$ cat config.mk
export PLATFORM = sky130hd
export DESIGN_NAME = feistel_cipher_core
export DESIGN_NICKNAME = d
export VERILOG_FILES = /design/src/rtl/feistel_pkg.sv /design/src/rtl/feistel_round.sv /design/src/rtl/feistel_cipher_core.sv
export SDC_FILE = /design/constraint.sdc
export NUM_CORES = 1
export LEC_CHECK = 0
export CAP_MARGIN = 20
export CORE_AREA = 2 2 150 152
export DETAILED_ROUTE_END_ITERATION = 8
export DIE_AREA = 0 0 152 154
export DONT_BUFFER_PORTS = 1
export GPL_ROUTABILITY_DRIVEN = 0
export HOLD_SLACK_MARGIN = 0.15
export PLACE_DENSITY = 0.78
export REMOVE_ABC_BUFFERS = 1
export SETUP_SLACK_MARGIN = 0.2
export SKIP_LAST_GASP = 1
export SLEW_MARGIN = 15
export SYNTH_ARGS = -nofsm -noshare
export SYNTH_HDL_FRONTEND = slang
export SYNTH_HIERARCHICAL = 1
export SYNTH_SLANG_ARGS = --single-unit
export TNS_END_PERCENT = 5
$ cat constraint.sdc
create_clock -name clock -period 4.7 [get_ports clock]
set_input_delay 0.47 -clock clock [delete_from_list [all_inputs] [get_ports clock]]
set_output_delay 0.47 -clock clock [all_outputs]
set_load 0.01 [all_outputs]
$ cat src/rtl/feistel_pkg.sv
// Shared types and round helpers for the Feistel cipher engine.
// Helpers work on a MAX_W-bit container; callers pass the live half width.
package feistel_pkg;

    localparam int MAX_W = 128;

    typedef enum logic [1:0] {
        IDLE,
        RUN,
        DONE
    } state_e;

    localparam logic MODE_ENC = 1'b0;
    localparam logic MODE_DEC = 1'b1;

    function automatic logic [MAX_W-1:0] rotl(
        input logic [MAX_W-1:0] x,
        input int               n,
        input int               w
    );
        logic [MAX_W-1:0] m;
        logic [MAX_W-1:0] v;
        m = (MAX_W'(1) << w) - MAX_W'(1);
        v = x & m;
        return ((v << n) | (v >> (w - n))) & m;
    endfunction

    function automatic logic [MAX_W-1:0] feistel_f(
        input logic [MAX_W-1:0] x,
        input logic [MAX_W-1:0] k,
        input int               w
    );
        return (rotl(x, 1, w) & rotl(x, 8, w)) ^ rotl(x, 2, w) ^ k;
    endfunction

endpackage

$ cat src/rtl/feistel_round.sv
// One combinational Feistel round, encrypt or decrypt direction.
module feistel_round
    import feistel_pkg::*;
#(
    parameter int HALF_W = 32
) (
    input  logic [2*HALF_W-1:0] blk_i,
    input  logic [HALF_W-1:0]   rk_i,
    input  logic                mode_i,
    output logic [2*HALF_W-1:0] blk_o
);

    logic [HALF_W-1:0] l;
    logic [HALF_W-1:0] r;
    logic [HALF_W-1:0] f_in;
    logic [HALF_W-1:0] f_out;

    assign l = blk_i[2*HALF_W-1 -: HALF_W];
    assign r = blk_i[HALF_W-1:0];

    // Decrypt feeds L through F so that it exactly undoes an encrypt round.
    assign f_in  = (mode_i == MODE_DEC) ? l : r;
    assign f_out = HALF_W'(feistel_f(MAX_W'(f_in), MAX_W'(rk_i), HALF_W));

    assign blk_o = (mode_i == MODE_DEC) ? {r ^ f_out, l}
                                        : {r, l ^ f_out};

endmodule

$ cat src/rtl/feistel_cipher_core.sv
// Iterative Feistel engine: one round per clock, valid/ready on both sides.
module feistel_cipher_core
    import feistel_pkg::*;
#(
    parameter int HALF_W = 32,
    parameter int ROUNDS = 32
) (
    input  logic                clock,
    input  logic                reset_n,
    input  logic                in_valid,
    output logic                in_ready,
    input  logic                in_mode,
    input  logic [2*HALF_W-1:0] in_block,
    input  logic [4*HALF_W-1:0] in_key,
    output logic                out_valid,
    input  logic                out_ready,
    output logic [2*HALF_W-1:0] out_block
);

    localparam int CW = (ROUNDS > 1) ? $clog2(ROUNDS) : 1;
    localparam logic [CW-1:0] LAST = CW'(ROUNDS - 1);

    state_e              state_q;
    logic [2*HALF_W-1:0] blk_q;
    logic [4*HALF_W-1:0] key_q;
    logic                mode_q;
    logic [CW-1:0]       idx_q;
    logic                in_ready_q;
    logic                out_valid_q;

    logic [1:0]          ksel;
    logic [HALF_W-1:0]   kword;
    logic [HALF_W-1:0]   rk;
    logic [2*HALF_W-1:0] blk_d;
    logic                last_round;

    assign ksel = 2'(idx_q);

    always_comb begin
        kword = '0;
        case (ksel)
            2'd0:    kword = key_q[4*HALF_W-1 -: HALF_W];
            2'd1:    kword = key_q[3*HALF_W-1 -: HALF_W];
            2'd2:    kword = key_q[2*HALF_W-1 -: HALF_W];
            default: kword = key_q[HALF_W-1:0];
        endcase
    end

    assign rk = kword ^ HALF_W'(idx_q);

    feistel_round #(
        .HALF_W (HALF_W)
    ) u_round (
        .blk_i  (blk_q),
        .rk_i   (rk),
        .mode_i (mode_q),
        .blk_o  (blk_d)
    );

    assign last_round = (mode_q == MODE_DEC) ? (idx_q == '0)
                                             : (idx_q == LAST);

    always_ff @(posedge clock or negedge reset_n) begin
        if (!reset_n) begin
            state_q     <= IDLE;
            blk_q       <= '0;
            key_q       <= '0;
            mode_q      <= MODE_ENC;
            idx_q       <= '0;
            in_ready_q  <= 1'b1;
            out_valid_q <= 1'b0;
        end else begin
            case (state_q)
                IDLE: begin
                    if (in_valid) begin
                        blk_q      <= in_block;
                        key_q      <= in_key;
                        mode_q     <= in_mode;
                        idx_q      <= (in_mode == MODE_DEC) ? LAST : '0;
                        in_ready_q <= 1'b0;
                        state_q    <= RUN;
                    end
                end
                RUN: begin
                    blk_q <= blk_d;
                    if (last_round) begin
                        out_valid_q <= 1'b1;
                        state_q     <= DONE;
                    end else if (mode_q == MODE_DEC) begin
                        idx_q <= idx_q - CW'(1);
                    end else begin
                        idx_q <= idx_q + CW'(1);
                    end
                end
                DONE: begin
                    if (out_ready) begin
                        out_valid_q <= 1'b0;
                        in_ready_q  <= 1'b1;
                        state_q     <= IDLE;
                    end
                end
                default: begin
                    out_valid_q <= 1'b0;
                    in_ready_q  <= 1'b1;
                    state_q     <= IDLE;
                end
            endcase
        end
    end

    assign in_ready  = in_ready_q;
    assign out_valid = out_valid_q;
    assign out_block = blk_q;

endmodule
# After elaboration in Yosys (flattened, before gate mapping)
# Index checks and enable logic that the tools add are counted.
# word_totals
reg_bits,202
in_bits,197
out_inout_bits,66
elab_cells,60
# classes
n_addsub,2
eq_ne,9
n_mux,21
bitwise_logic,11
n_reduce_logical,10
# ops
op,count
2-to-1 mux 64 bit,2
one-hot mux 64 bit (2 select lines),1
XOR 32 bit,4
one-hot mux 32 bit (3 select lines),1
bitwise AND 32 bit,1
2-to-1 mux 32 bit,1
OR 32 x 1 -> 32 bit,1
OR 32 x 2 -> 32 bit,1
OR 32 x 8 -> 32 bit,1
XOR 32 x 5 -> 32 bit,1
2-to-1 mux 5 bit,4
AND reduction 3 bit,4
one-hot mux 5 bit (2 select lines),1
"inequality test 2 bit, second input constant",4
2-to-1 mux 2 bit,3
one-hot mux 1 bit (3 select lines),2
one-hot mux 2 bit (3 select lines),1
"adder 5 x 1 -> 5 bit, second input constant",1
"== test 5 bit, second input constant",1
zero test 5 bit,1
2-to-1 mux 1 bit,5
"subtractor 5 x 1 -> 5 bit, second input constant",1
"== test 2 x 1 -> 1 bit, second input constant",2
"== test 2 bit, second input constant",2
4 further kinds,7

# Logic depth before layout (Yosys ltp)
# Gate-level depths: netlist of the first run.
# depth
depth_word,8
depth_mapped,9
depth_no_buf,7

# Modules after synthesis
# The synthesis of the first run kept the hierarchy.
# modules_own_cells
module,instances,cells_per_inst,area_each_um2,seq_area_each_um2
feistel_cipher_core,1,927,9105.0,5056.1
feistel_round,1,334,2720.1,0.0

# Worst setup path before layout of the first run
# Ideal clock, no wire load.
# synth_timing
kind,register -> register
startpoint,reg idx_q[1]
endpoint,reg blk_q[34] (netlist: out_block[34])
setup_time_ns,0.083
arrival_ns,2.153
required_ns,4.617
path_slack_ns,2.464
stages_incl_launch_ff,10
path_buffers,2
synth_period_minus_slack_ns,2.236
path_cell_list,dfrtp_1 -> buf_6 -> clkbuf_1 -> mux4_2 -> xnor2_1 -> xnor2_1 -> mux2i_1 -> xnor2_1 -> mux2i_1 -> o21ai_0
# synth_between
elab_chain_cells,7
word_cells_on_any_way,9
classes_between,eq/ne: 2; mux: 3; bitwise: 3; reduce/logical: 1
# synth_rtl
element,line,source
start: declaration,feistel_cipher_core.sv:27,logic [CW-1:0] idx_q;
start signal: assignment,feistel_cipher_core.sv:79,idx_q <= (in_mode == MODE_DEC) ? LAST : '0;
start signal: assignment,feistel_cipher_core.sv:90,idx_q <= idx_q - CW'(1);
start signal: assignment,feistel_cipher_core.sv:92,idx_q <= idx_q + CW'(1);
"== test 2 bit, or another cell as far along",feistel_cipher_core.sv:41,case (ksel)
one-hot mux 32 bit (3 select lines) (*),feistel_cipher_core.sv:41,
XOR 32 x 5 -> 32 bit (*),feistel_cipher_core.sv:49,assign rk = kword ^ HALF_W'(idx_q);
named net rk[2],feistel_cipher_core.sv:33,logic [HALF_W-1:0] rk;
XOR 32 bit (*),feistel_pkg.sv:33,"return (rotl(x, 1, w) & rotl(x, 8, w)) ^ rotl(x, 2, w) ^ k;"
XOR 32 bit (*),feistel_round.sv:25,"assign blk_o = (mode_i == MODE_DEC) ? {r ^ f_out, l}"
2-to-1 mux 64 bit (*),feistel_round.sv:25,
named net blk_d[34],feistel_cipher_core.sv:34,logic [2*HALF_W-1:0] blk_d;
one-hot mux 64 bit (2 select lines) (*),feistel_cipher_core.sv:73,case (state_q)
end signal: assignment,feistel_cipher_core.sv:76,blk_q <= in_block;
end signal: assignment,feistel_cipher_core.sv:85,blk_q <= blk_d;
end: declaration,feistel_cipher_core.sv:24,logic [2*HALF_W-1:0] blk_q;
# Mark *: on every way through the listed nets, which the timed path passes. The rest lies on a longest branch.
# A chain may end at the register's enable or synchronous reset.

# Final worst setup path of the first run
# layout_timing
startpoint,reg idx_q[0]
endpoint,reg blk_q[35] (netlist: out_block[35])
# The elaborated chain is that of the path after synthesis.

==> results of run 1 <==
state kept, by name, indices dropped and copies added, names as in the netlist:
name,count
key_q,128
idx_q,5
mode_q,1
in_ready,1
out_valid,1
state_q,2
out_block,64
placed cells by master, fill, tap and decap left out, types with 2 or more instances in the layout:
| cell | n |
|---|---|
| nand2b_1 | 2 |
| a21boi_0 | 32 |
| dfrtp_1 | 198 |
| buf_4 | 7 |
| mux4_2 | 32 |
| ha_1 | 3 |
| clkbuf_8 | 3 |
| o21ai_0 | 70 |
| a21o_1 | 2 |
| clkinv_2 | 5 |
| nand2_1 | 445 |
| a21oi_1 | 37 |
| xnor2_1 | 132 |
| mux2i_1 | 128 |
| and3_1 | 33 |
| and3b_1 | 32 |
| dfrtp_2 | 2 |
| bufinv_16 | 2 |
| nor2_1 | 4 |
| diode_2 | 3 |
| clkbuf_1 | 8 |
| inv_1 | 9 |
| clkbuf_16 | 25 |
| dlygate4sd3_1 | 142 |
cells by family (layout without fill, tap and decap cells):
logic type | after synthesis | after routing | synth area share [%]
buffers and inverters | 83 | 204 | 3.20
adders and majority gates | 4 | 4 | 0.487
muxes | 160 | 160 | 16.9
xor gates and xnor gates | 133 | 133 | 9.85
DFF | 202 | 202 | 42.8
other | 0 | 3 | 0
AOI/OAI and AO/OA | 153 | 153 | 7.65
and+or+nand+nor | 526 | 526 | 19.1
per-layer routing:
metal	track usage [%]	share of wire, %	up-vias	routed length (µm)
met5	0	0	-	0
met4	11.6	3.7	0	1270
met3	9.02	9.5	90	3280
met2	47.9	48	417	16700
met1	35.8	39	4710	13300
li1	-	-	4435	-
critical path, stage by stage (launching register included):
cell	delay, ns
dfrtp_2	0.80
buf_4	0.50
mux4_2	0.57
xor2_1	0.28
xnor2_1	0.20
mux2i_1	0.25
xnor2_1	0.14
mux2i_1	0.08
o21ai_0	0.17
worst paths after layout:
path	startpoint	end	slack, ns	cells after the start
setup / recovery	idx_q[0]	out_block[35]	1.58	8
hold / removal	reset_n	key_q[107]	-0.35	0
setup reg to reg	idx_q[0]	out_block[35]	1.58	8
hold reg to reg	key_q[39]	key_q[39]	0.47	2
max in group asynchronous	reset_n	key_q[65]	4.77	0
min in group clock	in_block[42]	out_block[42]	0.17	2
power by group through the flow:
stage                     combinational [mW]  clock, mW  sequential [mW]
after CTS                               5.95       1.89             4.31
final                                   6.10       1.87             4.26
after detailed placement                5.81          0             4.34
after floorplan                         5.14          0             3.70
after global placement                  5.59          0             4.26
after global routing                    6.75       1.96             4.40
area by class of cell:
class,instances,area (µm²),area share (%)
inverter,9,33.8,0.238
timing repair buffer,151,1520,10.7
clock inverter,8,92.6,0.653
sequential,202,5060,35.7
tap,280,350,2.47
clock buffer,36,697,4.91
antenna,3,7.51,0.0529
multi-input combinational,976,6420,45.3
Yosys cell counts (2+ instances only):
library cell    n  area share (%)
mux2i_1       128              11
a21boi_0       32             2.0
buf_2          26             1.1
and3b_1        32             2.4
o21ai_0        71             3.0
xnor2_1       132             9.8
inv_1           9            0.29
and3_1         33             1.7
a21oi_1        37             1.6
nand2_1       445              14
buf_6           2            0.19
nor2_1          4            0.13
buf_1           3           0.095
ha_1            3            0.32
clkbuf_1       38             1.2
dfrtp_1       201              43
a21o_1          2            0.13
mux4_2         32             6.1
nand2b_1        2            0.11
buf_4           5            0.32
stage by stage:
| stage | hold WS (ns) | power, mW | util [%] | setup WS (ns) | instances |
|---|---|---|---|---|---|
| 5_1_grt | -0.361 | 13.1 | 65.4 | 1.29 | 1664 |
| 3_3_place_gp | 0.184 | 9.85 | 54.9 | 1.68 | 1474 |
| 6_report | -0.348 | 12.2 | 65.4 | 1.58 | 1665 |
| 2_1_floorplan | 0.174 | 8.84 | - | -2.30 | 1187 |
| 4_1_cts | -0.360 | 12.1 | 65.1 | 1.51 | 1660 |
| 3_5_place_dp | 0.185 | 10.1 | 54.9 | 1.53 | 1474 |
==> impl_results.md, run 1 <==
- Core area: 0.0217 mm²
- Final Cell Area: 0.0142 mm²
- Slew Viols, Final: 0
- Worst slew pin tran: 1.04 ns
- Post-route ant nets: 0
- Layout area overhead: 19.9%
- Setup Buffers After CTS: 0
- Power Internal: 7.00 mW
- GRT overflow: 0
- Routed via count: between 9,000 and 10,000
- Yosys reg bits: 202
- Setup TNS: 0 ns
- Largest net degree at the start of global routing: 203
- First-pass GRT wire length: 54.0 mm
- Post-DP Area: 0.0119 mm²
- Worst EP arrival: 3.55 ns
- Final Skew: 0.0153 ns
- Startpoint Class: register
- Initial antenna violation count: 3
- Syn Std Cell Area: 0.0118 mm²
- Clock Sinks: 202
- Horiz. Die Dim: between 150 and 200 µm
- CTS tree: built
- I/O Buffers: 0
- Layout cells sized above 1: under 10%
- Num CTS Buffers: 24
- Synth warn: 6
- Synth cell types: 44
- Hold_buf cts: 142
- Hold_ws: -0.348 ns
- Crit path capture type: register
- Nets: 1,565
- Worst rel slew slack: 30.6%
- DRC: 0
- CTS Buffer Depth: 3
- Initial Util: 54.5%
- Root Buffer: clkbuf_16
- Fin. Hold Viols: 202
- Worst-skew pair later-pin latency: 0.52 ns
- Status: finished with violations
- CP Max Fanout: 20
- RSZ-0062 raised after global routing: no
- Fin crit share: between 60% and 70%
- Die Ht: approximately 150 µm
- Cts repair resizes: 0
- Fillers: 1,611
- Final WL: 34.6 mm
- Psw: 5.23 mW
- Async SR Flop Fraction: 100%
- Gate power share: 49.9%
- Max-Cap Viols: 0
- Failing checks: negative hold slack
- Critical Path RT: 5.13 ns
- Sequential Power Share: between 30% and 40%
- LEAKAGE: 6.74 nW
- Main synth FF type: dfrtp_1
- Avg Inst Size Synth: between 9 and 10 µm²
- Vias in the first global route: 9,892
- Max VDD drop: 0.519 mV
- Clock slew at reported path FFs: 0.07 ns
- Final setup vio count: 0
- CTS H-tree depth: 1
- Total GRT Usage: 29.1%
- Power density cells: 863 mW/mm²
- Post-Syn Instances: around 1,300
- Clock power share: 15.3%
- Iter 0 DRT Violations: 822
- Rows: 54
- Type of the worst min-delay path: in2async
- Post-layout min period: about 3.1 ns
- IO Pins: 263
- Switching Share: 42.7%
- Die area: roughly 0.023 mm²
- Sequential fraction of the synthesis area: 42.8%
- Wire length per cell: 20.8 µm
- Post-synth EDFFs: 0
- DR vias/cell: between 5 and 6
- F_max: 0.320 GHz
- 1st-pass router iterations: 5
- CP Class: reg2reg
- HPWL after DPL: between 20 and 25 mm
Power figures use the tool's default switching activity.
==> inputs of run 2 (changes only) <==
--- a/config.mk
+++ b/config.mk
@@ -5,10 +5,11 @@
 export SDC_FILE = /design/constraint.sdc
 export NUM_CORES = 1
 export LEC_CHECK = 0
+export ABC_AREA = 1
 export CAP_MARGIN = 20
-export CORE_AREA = 2 2 150 152
+export CORE_AREA = 2 2 153 155
 export DETAILED_ROUTE_END_ITERATION = 8
-export DIE_AREA = 0 0 152 154
+export DIE_AREA = 0 0 155 157
 export DONT_BUFFER_PORTS = 1
 export GPL_ROUTABILITY_DRIVEN = 0
 export HOLD_SLACK_MARGIN = 0.15
==> constraint.sdc (replaced) <==
create_clock -name clock -period 3.16 [get_ports clock]
set_input_delay 0.316 -clock clock [delete_from_list [all_inputs] [get_ports clock]]
set_output_delay 0.316 -clock clock [all_outputs]
set_load 0.01 [all_outputs]
==> run 2 against run 1 <==
The flow still finishes with violations (negative hold slack). Maximum frequency rose by 14%. Setup slack lost 1.2 ns. Synthesized area increased by 3.9%. Register-to-register slack got worse by 1.2 ns. Sequential power is 28% higher. Cell count rose by 35%. Critical path depth is 7 higher. First-iteration DRC count rose by 87%. Hold slack worse by 0.14 ns. Via count is 35% higher. Wire length grew 18%. Critical endpoint is now out_block[10]. Highest routed layer unchanged.
==> impl_results.md, run 2 <==
- Yosys reg bits: 202 (unchanged)
- Final WL: 40.7 mm (was 34.6 mm)
- Most flops, register: key_q (unchanged)
- Main synth FF type: dfrtp_1 (unchanged)
- LEAKAGE: 7.79 nW (was 6.74 nW)
- Layout area overhead: 22.4% (was 19.9%)
- Root Buffer: clkbuf_16 (unchanged)
- Setup Buffers After CTS: 0 (unchanged)
- Rows: 55 (was 54)
- Setup TNS: 0 ns (unchanged)
- CP Class: reg2reg (unchanged)
- RSZ-0062 raised after global routing: no (unchanged)
- Failing checks: negative hold slack (unchanged)
- I/O Buffers: 0 (unchanged)
- 1st-pass router iterations: 7 (was 5)
- Clock Sinks: 202 (unchanged)
- CTS Buffer Depth: 3 (unchanged)
- Max reg flops: 128 (unchanged)
- Final core occ: 66.9% (was 65.4%)
- Routed via count: 12,996 (was 9,652)
- F_max: 0.365 GHz (was 0.320 GHz)
- Commonest non-fill, non-tap cell in the layout: nand2_1 (unchanged)
- Nets: 2,153 (was 1,565)
- Wire length per cell: 18.0 µm (was 20.8 µm)
- DR vias/cell: 5.76 (was 5.80)
- Status: finished with violations (unchanged)
- Initial Util: 54.6% (was 54.5%)
- CTS H-tree depth: 1 (unchanged)
- Share of the synthesized area in the top cell type: 40.9% (was 42.5%)
- CTS tree: built (unchanged)
- Total power: 19.0 mW (was 12.2 mW)
- Post-Syn Instances: 1,807 (was 1,261)
- Post-layout min period: 2.74 ns (was 3.12 ns)
- Commonest cells after routing, fill and taps aside: nand2_1, dfrtp_1, dlygate4sd3_1, nand3_1, nand3b_1 (was nand2_1, dfrtp_1, dlygate4sd3_1, xnor2_1, mux2i_1)
- Reg-to-Reg End: out_block[10] (was out_block[35])
- Post-route ant nets: 0 (unchanged)
- Worst slew pin tran: 0.674 ns (was 1.04 ns)
- Async SR Flop Fraction: 100% (unchanged)
- Total GRT Usage: 33.3% (was 29.1%)
- Peak per-stage delay on the critical path: 0.52 ns (was 0.80 ns)
- Cells along the critical path: nand2_1 > clkinvlp_4 > buf_4 > nand2_1 > nand4_1 > nand3b_1 > nand2_1 > nand2_1 > nand2_2 > nand2_1 > nand2_1 > nand2_1 > nand2_1 > nand3_1 > o21a_1 (was buf_4 > mux4_2 > xor2_1 > xnor2_1 > mux2i_1 > xnor2_1 > mux2i_1 > o21ai_0)
- Final setup vio count: 0 (unchanged)
- GRT overflow: 0 (unchanged)
- Crit-path most repeated cell: nand2_1
- Syn Std Cell Area: 0.0123 mm² (was 0.0118 mm²)
- HPWL after DPL: 24.6 mm (was 21.7 mm)
- Fillers: 1,757 (was 1,611)
- Most frequent cell after synthesis: nand2_1 (unchanged)
- Synth area leaders: dfrtp_1, nand2_1, nand3b_1 (was dfrtp_1, nand2_1, mux2i_1)
- Type of the worst min-delay path: in2async (unchanged)
- Power density cells: 1260 mW/mm² (was 863 mW/mm²)
- Hold_ws: -0.487 ns (was -0.348 ns)
- First-pass GRT wire length: 64.3 mm (was 54.0 mm)
- Avg Inst Size Synth: 6.80 µm² (was 9.38 µm²)
- Num CTS Buffers: 22 (was 24)
- IO Pins: 263 (unchanged)
- Crit path capture type: register (unchanged)
- Startpoint Class: register (unchanged)
- Vias in the first global route: 12,447 (was 9,892)
- Synth warn: 6 (unchanged)
- Die Ht: 157 µm (was 154 µm)
- Worst reg2reg setup slack: 0.42 ns (was 1.58 ns)
- Synth cell types: 31 (was 44)
- Max-Cap Viols: 0 (unchanged)
- Hold_buf cts: 195 (was 142)
- Horiz. Die Dim: 155 µm (was 152 µm)
- R2R depth: 15 (was 8)
- Critical R2R Launch: idx_q[1] (was idx_q[0])
- Critical Path RT: 3.56 ns (was 5.13 ns)
- Initial antenna violation count: 3 (unchanged)
- Clock slew at reported path FFs: 0.06 ns (was 0.07 ns)
- Largest net degree at the start of global routing: 203 (unchanged)
- Worst-skew pair later-pin latency: 0.51 ns (was 0.52 ns)
- Setup slack at placement: 0.509 ns (was 1.53 ns)
- DRC: 0 (unchanged)
- Slowest CP cell: dfrtp_1 (was dfrtp_2)
- Layout cells sized above 1: 6.50% (was 6.58%)
- Die area: 0.0243 mm² (was 0.0234 mm²)
- Dominant cell type by area after synthesis: dfrtp_1 (unchanged)
- Post-synth EDFFs: 0 (unchanged)
- Final setup margin: 0.424 ns (was 1.58 ns)
- CP Max Fanout: 19 (was 20)
- Worst rel slew slack: 54.7% (was 30.6%)
- Iter 0 DRT Violations: 1,540 (was 822)
- Core area: 0.0225 mm² (was 0.0217 mm²)
- Max VDD drop: 0.604 mV (was 0.519 mV)
- Fin crit share: 86.6% (was 66.4%)
- Top post-synthesis cells by count: nand2_1, dfrtp_1, nand3_1 (was nand2_1, dfrtp_1, xnor2_1)
- Slew Viols, Final: 0 (unchanged)
- Final Skew: 0.00499 ns (was 0.0153 ns)
- Fin. Hold Viols: 202 (unchanged)
- Worst EP arrival: 3.13 ns (was 3.55 ns)
- Sequential fraction of the synthesis area: 41.1% (was 42.8%)
[run 2: cell count changes in the layout (fill, tap and decap cells not counted), moves of 33 or more]
cell	previous run	this run
nand2_2	0	58
inv_1	9	47
o21a_1	0	64
dlygate4sd3_1	142	195
mux2i_1	128	0
nand3_1	1	119
a21oi_1	37	4
xnor2_1	132	1
nand2_1	445	1065
o21ai_0	70	8
and3_1	33	0
nand3b_1	0	86
[run 2: area by class of cell]
class	instances	area, µm²	share of cell area, %
Clock buffer	36	704	4.68
Multi-Input combinational cell	1456	6520	43.3
Tap cell	285	357	2.37
Inverter	58	231	1.54
Clock inverter	4	47.5	0.316
Timing Repair Buffer	212	2120	14.1
Sequential cell	202	5060	33.6
Antenna cell	3	7.51	0.0499
[run 2: how the worst max path moves through the flow]
stage | from | end | slack [ns]
finish | idx_q[1] | out_block[10] | 0.42
global route | idx_q[0] | out_block[11] | 0.25
CTS | idx_q[0] | out_block[42] | 0.51
detailed placement | idx_q[0] | out_block[42] | 0.51
global placement | idx_q[0] | out_block[42] | 0.60
floorplan | state_q[0] | out_block[0] | -1.34
[run 2: power breakdown]
| group | leakage, nW | internal [mW] | switching (mW) |
|---|---|---|---|
| sequential | 2.43 | 3.88 | 1.58 |
| combinational | 4.99 | 3.82 | 7.02 |
| clock | 0.369 | 1.60 | 1.08 |
[run 2: cell families (layout without fill, tap and decap cells)]
family / count (synthesis) / in the layout / share of synthesized area (%)
flip-flops: 202 / 202 / 41.1
XOR/XNOR: 4 / 4 / 0.285
adder cells (fa/ha/maj): 4 / 4 / 0.468
buffers and inverters: 149 / 310 / 5.91
AND/OR/NAND/NOR: 1370 / 1370 / 47.7
other: 0 / 3 / 0
AO/OA/AOI/OAI: 78 / 78 / 4.52
[run 2: timing repair]
item	in CTS	in global routing
endpoints found under the hold margin	402	202
resized for setup	0	1
endpoints found under the setup margin	0	4
[run 2: critical path, delay by kind of cell (launching register included)]
kind            cells  cell delay, ns
simple gates       12            1.34
buf+inv             2            0.63
compound gates      1            0.13
flops               1            0.52
[run 2: per-layer routing]
metal	GRT usage [%]	share of wire [%]	up-vias
met4	13.3	4.1	0
met1	41.7	38	6103
met5	0	0	-
li1	-	-	5988
met3	6.36	9.8	137
met2	57.2	48	768
[run 2: through the flow]
step           std cells  cell area (µm²)
2_1_floorplan       1716            11800
3_3_place_gp        2018            12300
3_5_place_dp        2018            12300
4_1_cts             2253            15000
5_1_grt             2256            15000
6_report            2256            15000
==> inputs of run 3 (changes only) <==
--- a/config.mk
+++ b/config.mk
@@ -20,6 +20,5 @@
 export SLEW_MARGIN = 15
 export SYNTH_ARGS = -nofsm -noshare
 export SYNTH_HDL_FRONTEND = slang
-export SYNTH_HIERARCHICAL = 1
 export SYNTH_SLANG_ARGS = --single-unit
 export TNS_END_PERCENT = 5
==> run 3 against run 2 <==
The flow still finishes with violations (negative hold slack). Synthesized cell count is 4.3% higher. Count of clock-buffer cells in the layout is 2 lower. Clock skew grew 0.0049 ns. Setup slack better by 0.072 ns. Hold slack worse by 0.022 ns. Register-to-register slack gained 0.07 ns. Critical path type unchanged. Critical endpoint is now out_block[28]. Largest power group unchanged. Highest routed layer unchanged.
==> impl_results.md, run 3 <==
- Status: finished with violations (unchanged)
- Failing checks: negative hold slack (unchanged)
- Share of the synthesized area in the top cell type: 40.9% (about the same)
- Sequential fraction of the synthesis area: 41.2% (was 41.1%)
- Gate power share: 55.3% (was 57.1%)
- Routed via count: 12,944 (was 12,996)
- Fin. Hold Viols: 202 (unchanged)
- Wire length per cell: 16.8 µm (was 18.0 µm)
- RSZ-0062 raised after global routing: no (unchanged)
- GRT overflow: 0 (unchanged)
- Largest net degree at the start of global routing: 203 (unchanged)
- Sequential Power Share: 29.0% (was 28.8%)
- Core area: 0.0225 mm² (unchanged)
- Max-Cap Viols: 0 (unchanged)
- First-pass GRT wire length: 62.9 mm (was 64.3 mm)
- Async SR Flop Fraction: 100% (unchanged)
- Post-DP Area: 0.0124 mm² (was 0.0123 mm²)
- CP Max Fanout: 25 (was 19)
- Fillers: 1,785 (was 1,757)
- Max reg flops: 128 (unchanged)
- Cts repair resizes: 0 (unchanged)
- F_max: 0.375 GHz (was 0.365 GHz)
- Psw: 9.53 mW (was 9.69 mW)
- Clock Sinks: 202 (unchanged)
- Worst reg2reg setup slack: 0.50 ns (was 0.42 ns)
- Synth warn: 0 (was 6)
- Power Internal: 9.17 mW (was 9.30 mW)
- CTS H-tree depth: 1 (unchanged)
- Worst slew pin tran: 1.12 ns (was 0.674 ns)
- Commonest cells after routing, fill and taps aside: nand2_1, dlygate4sd3_1, dfrtp_1, nand3_1, nor2_1 (was nand2_1, dfrtp_1, dlygate4sd3_1, nand3_1, nand3b_1)
- Syn Std Cell Area: 0.0123 mm² (about the same)
- Clock power share: 15.8% (was 14.1%)
- LEAKAGE: 7.87 nW (was 7.79 nW)
- Post-Syn Instances: 1,884 (was 1,807)
- Antenna diodes: 0 (was 3)
- Num CTS Buffers: 23 (was 22)
- Hold_ws: -0.509 ns (was -0.487 ns)
- Crit-path most repeated cell: nand2_1 (unchanged)
- Worst EP arrival: 3.07 ns (was 3.13 ns)
- Setup Buffers After CTS: 0 (unchanged)
- Post-route ant nets: 0 (unchanged)
- Register Area: 0.00506 mm² (about the same)
- Yosys reg bits: 202 (unchanged)
- Multi-input logic area: 0.00645 mm² (was 0.00652 mm²)
- Most frequent cell after synthesis: nand2_1 (unchanged)
- Dominant cell type by area after synthesis: dfrtp_1 (unchanged)
- Final Cell Area: 0.0153 mm² (was 0.0150 mm²)
- R2R depth: 12 (was 15)
- Worst-skew pair later-pin latency: 0.53 ns (was 0.51 ns)
- Power density cells: 1220 mW/mm² (was 1260 mW/mm²)
- Slew Viols, Final: 0 (unchanged)
- Critical path endpoint: out_block[28] (was out_block[10])
- Synth cell types: 34 (was 31)
- Slowest CP cell: dfrtp_1 (unchanged)
- Layout cells sized above 1: 4.91% (was 6.50%)
- CTS tree: built (unchanged)
- Critical R2R Launch: idx_q[0] (was idx_q[1])
- Post-synth EDFFs: 0 (unchanged)
- Startpoint Class: register (unchanged)
- I/O Buffers: 0 (unchanged)
- 1st-pass router iterations: 6 (was 7)
- Setup TNS: 0 ns (unchanged)
- Critical Path RT: 3.57 ns (was 3.56 ns)
- Clock slew at reported path FFs: 0.06 ns (about the same)
- Crit path capture type: register (unchanged)
- Crit. Startpoint: idx_q[0] (was idx_q[1])
- Peak per-stage delay on the critical path: 0.85 ns (was 0.52 ns)
- Final Skew: 0.00989 ns (was 0.00499 ns)
- Cells along the critical path: inv_2 > nor2_4 > buf_4 > nand2_1 > nand4_1 > nand2_1 > nand2_1 > nand2_1 > nand2_1 > nand3_1 > nand2_1 > nand2_1 (was nand2_1 > clkinvlp_4 > buf_4 > nand2_1 > nand4_1 > nand3b_1 > nand2_1 > nand2_1 > nand2_2 > nand2_1 > nand2_1 > nand2_1 > nand2_1 > nand3_1 > o21a_1)
- HPWL after DPL: 24.6 mm (about the same)
- Rows: 55 (unchanged)
- Top post-synthesis cells by count: nand2_1, dfrtp_1, nand3_1 (unchanged)
- Max VDD drop: 0.605 mV (was 0.604 mV)
- Synth area leaders: dfrtp_1, nand2_1, nand3_1 (was dfrtp_1, nand2_1, nand3b_1)
- Most flops, register: key_q (unchanged)
- Main synth FF type: dfrtp_1 (unchanged)
- Root Buffer: clkbuf_16 (unchanged)
- Layout area overhead: 24.6% (was 22.4%)
- Final setup vio count: 0 (unchanged)
- Reg-to-Reg End: out_block[28] (was out_block[10])
- Final WL: 39.4 mm (was 40.7 mm)
- Nets: 2,240 (was 2,153)
- CP Class: reg2reg (unchanged)
- Die area: 0.0243 mm² (unchanged)
- DR vias/cell: 5.53 (was 5.76)
- Initial antenna violation count: 0 (was 3)
- Type of the worst min-delay path: in2async (unchanged)
- Hold_buf cts: 205 (was 195)
- Iter 0 DRT Violations: 1,389 (was 1,540)
- Avg Inst Size Synth: 6.52 µm² (was 6.80 µm²)
- Worst rel slew slack: 25.3% (was 54.7%)
- Fin crit share: 84.3% (was 86.6%)
- Commonest non-fill, non-tap cell in the layout: nand2_1 (unchanged)
- Horiz. Die Dim: 155 µm (unchanged)
- Post-layout min period: 2.66 ns (was 2.74 ns)
- Initial Util: 54.6% (about the same)
- Vias in the first global route: 12,238 (was 12,447)
- Die Ht: 157 µm (unchanged)
- DRC: 0 (unchanged)
- IO Pins: 263 (unchanged)
- Total power: 18.7 mW (was 19.0 mW)
- Total GRT Usage: 32.4% (was 33.3%)
- CTS Buffer Depth: 3 (unchanged)
- Switching Share: 51.0% (about the same)
[run 3: changes by cell type after synthesis, sizes merged, moves of 52 or more]
cell,delta
nand2,-123
nor2,+139
nand3,+55
o21a,-63
nand3b,-52
[run 3: cell type report]
cell class / instances / share of cell area, %
tap: 285 / 2.33
sequential: 202 / 33.1
clock buffer: 34 / 4.42
timing repair buffer: 221 / 14.5
clock inverter: 8 / 1.01
inverter: 101 / 2.49
multi-input combinational: 1490 / 42.1
[run 3: how the worst min path moves through the flow]
| stage | end | cells after the start |
|---|---|---|
| global placement | key_q[98] | 0 |
| floorplan | idx_q[0] | 0 |
| detailed placement | key_q[98] | 0 |
| finish | key_q[80] | 0 |
| CTS | key_q[41] | 0 |
| global route | key_q[80] | 0 |
[run 3: worst max-delay path, delay by kind of cell (launching register included)]
| kind | cells | cell delay (ns) |
|---|---|---|
| buffers and inverters | 2 | 0.56 |
| DFF | 1 | 0.85 |
| and+or+nand+nor | 10 | 1.10 |
[run 3: routing by layer]
metal / track usage (%) / vias up / wire length (µm)
li1: - / 6186 / -
met1: 42.3 / 5965 / 15700
met2: 53.6 / 663 / 18400
met3: 5.53 / 130 / 3430
met4: 13.7 / 0 / 1790
met5: 0 / - / 0
[run 3: power groups by stage]
stage | combinational (mW) | sequential (mW) | clock, mW
5_1_grt | 11.8 | 5.57 | 3.08
3_3_place_gp | 9.44 | 5.35 | 0
3_5_place_dp | 9.76 | 5.39 | 0
2_1_floorplan | 7.24 | 5.16 | 0
4_1_cts | 10.1 | 5.36 | 2.97
6_report | 10.3 | 5.41 | 2.95
[run 3: cell families after synthesis]
| family | Yosys count | synth area share [%] |
|---|---|---|
| AOI/OAI and AO/OA | 70 | 3.90 |
| and+or+nand+nor | 1400 | 46.8 |
| buffers and inverters | 192 | 6.50 |
| DFF | 202 | 41.2 |
| adders and majority gates | 4 | 0.469 |
| xor gates and xnor gates | 16 | 1.14 |
[run 3: stage by stage]
| stage | std cells | setup WS (ns) | hold WS (ns) | util (%) |
|---|---|---|---|---|
| floorplan | 1793 | -7.13 | 0.0204 | - |
| global placement | 2094 | 0.635 | 0.0259 | 55.2 |
| detailed placement | 2094 | 0.582 | 0.0253 | 55.2 |
| CTS | 2341 | 0.563 | -0.531 | 68.0 |
| global route | 2341 | 0.268 | -0.530 | 68.0 |
| finish | 2341 | 0.496 | -0.509 | 68.0 |
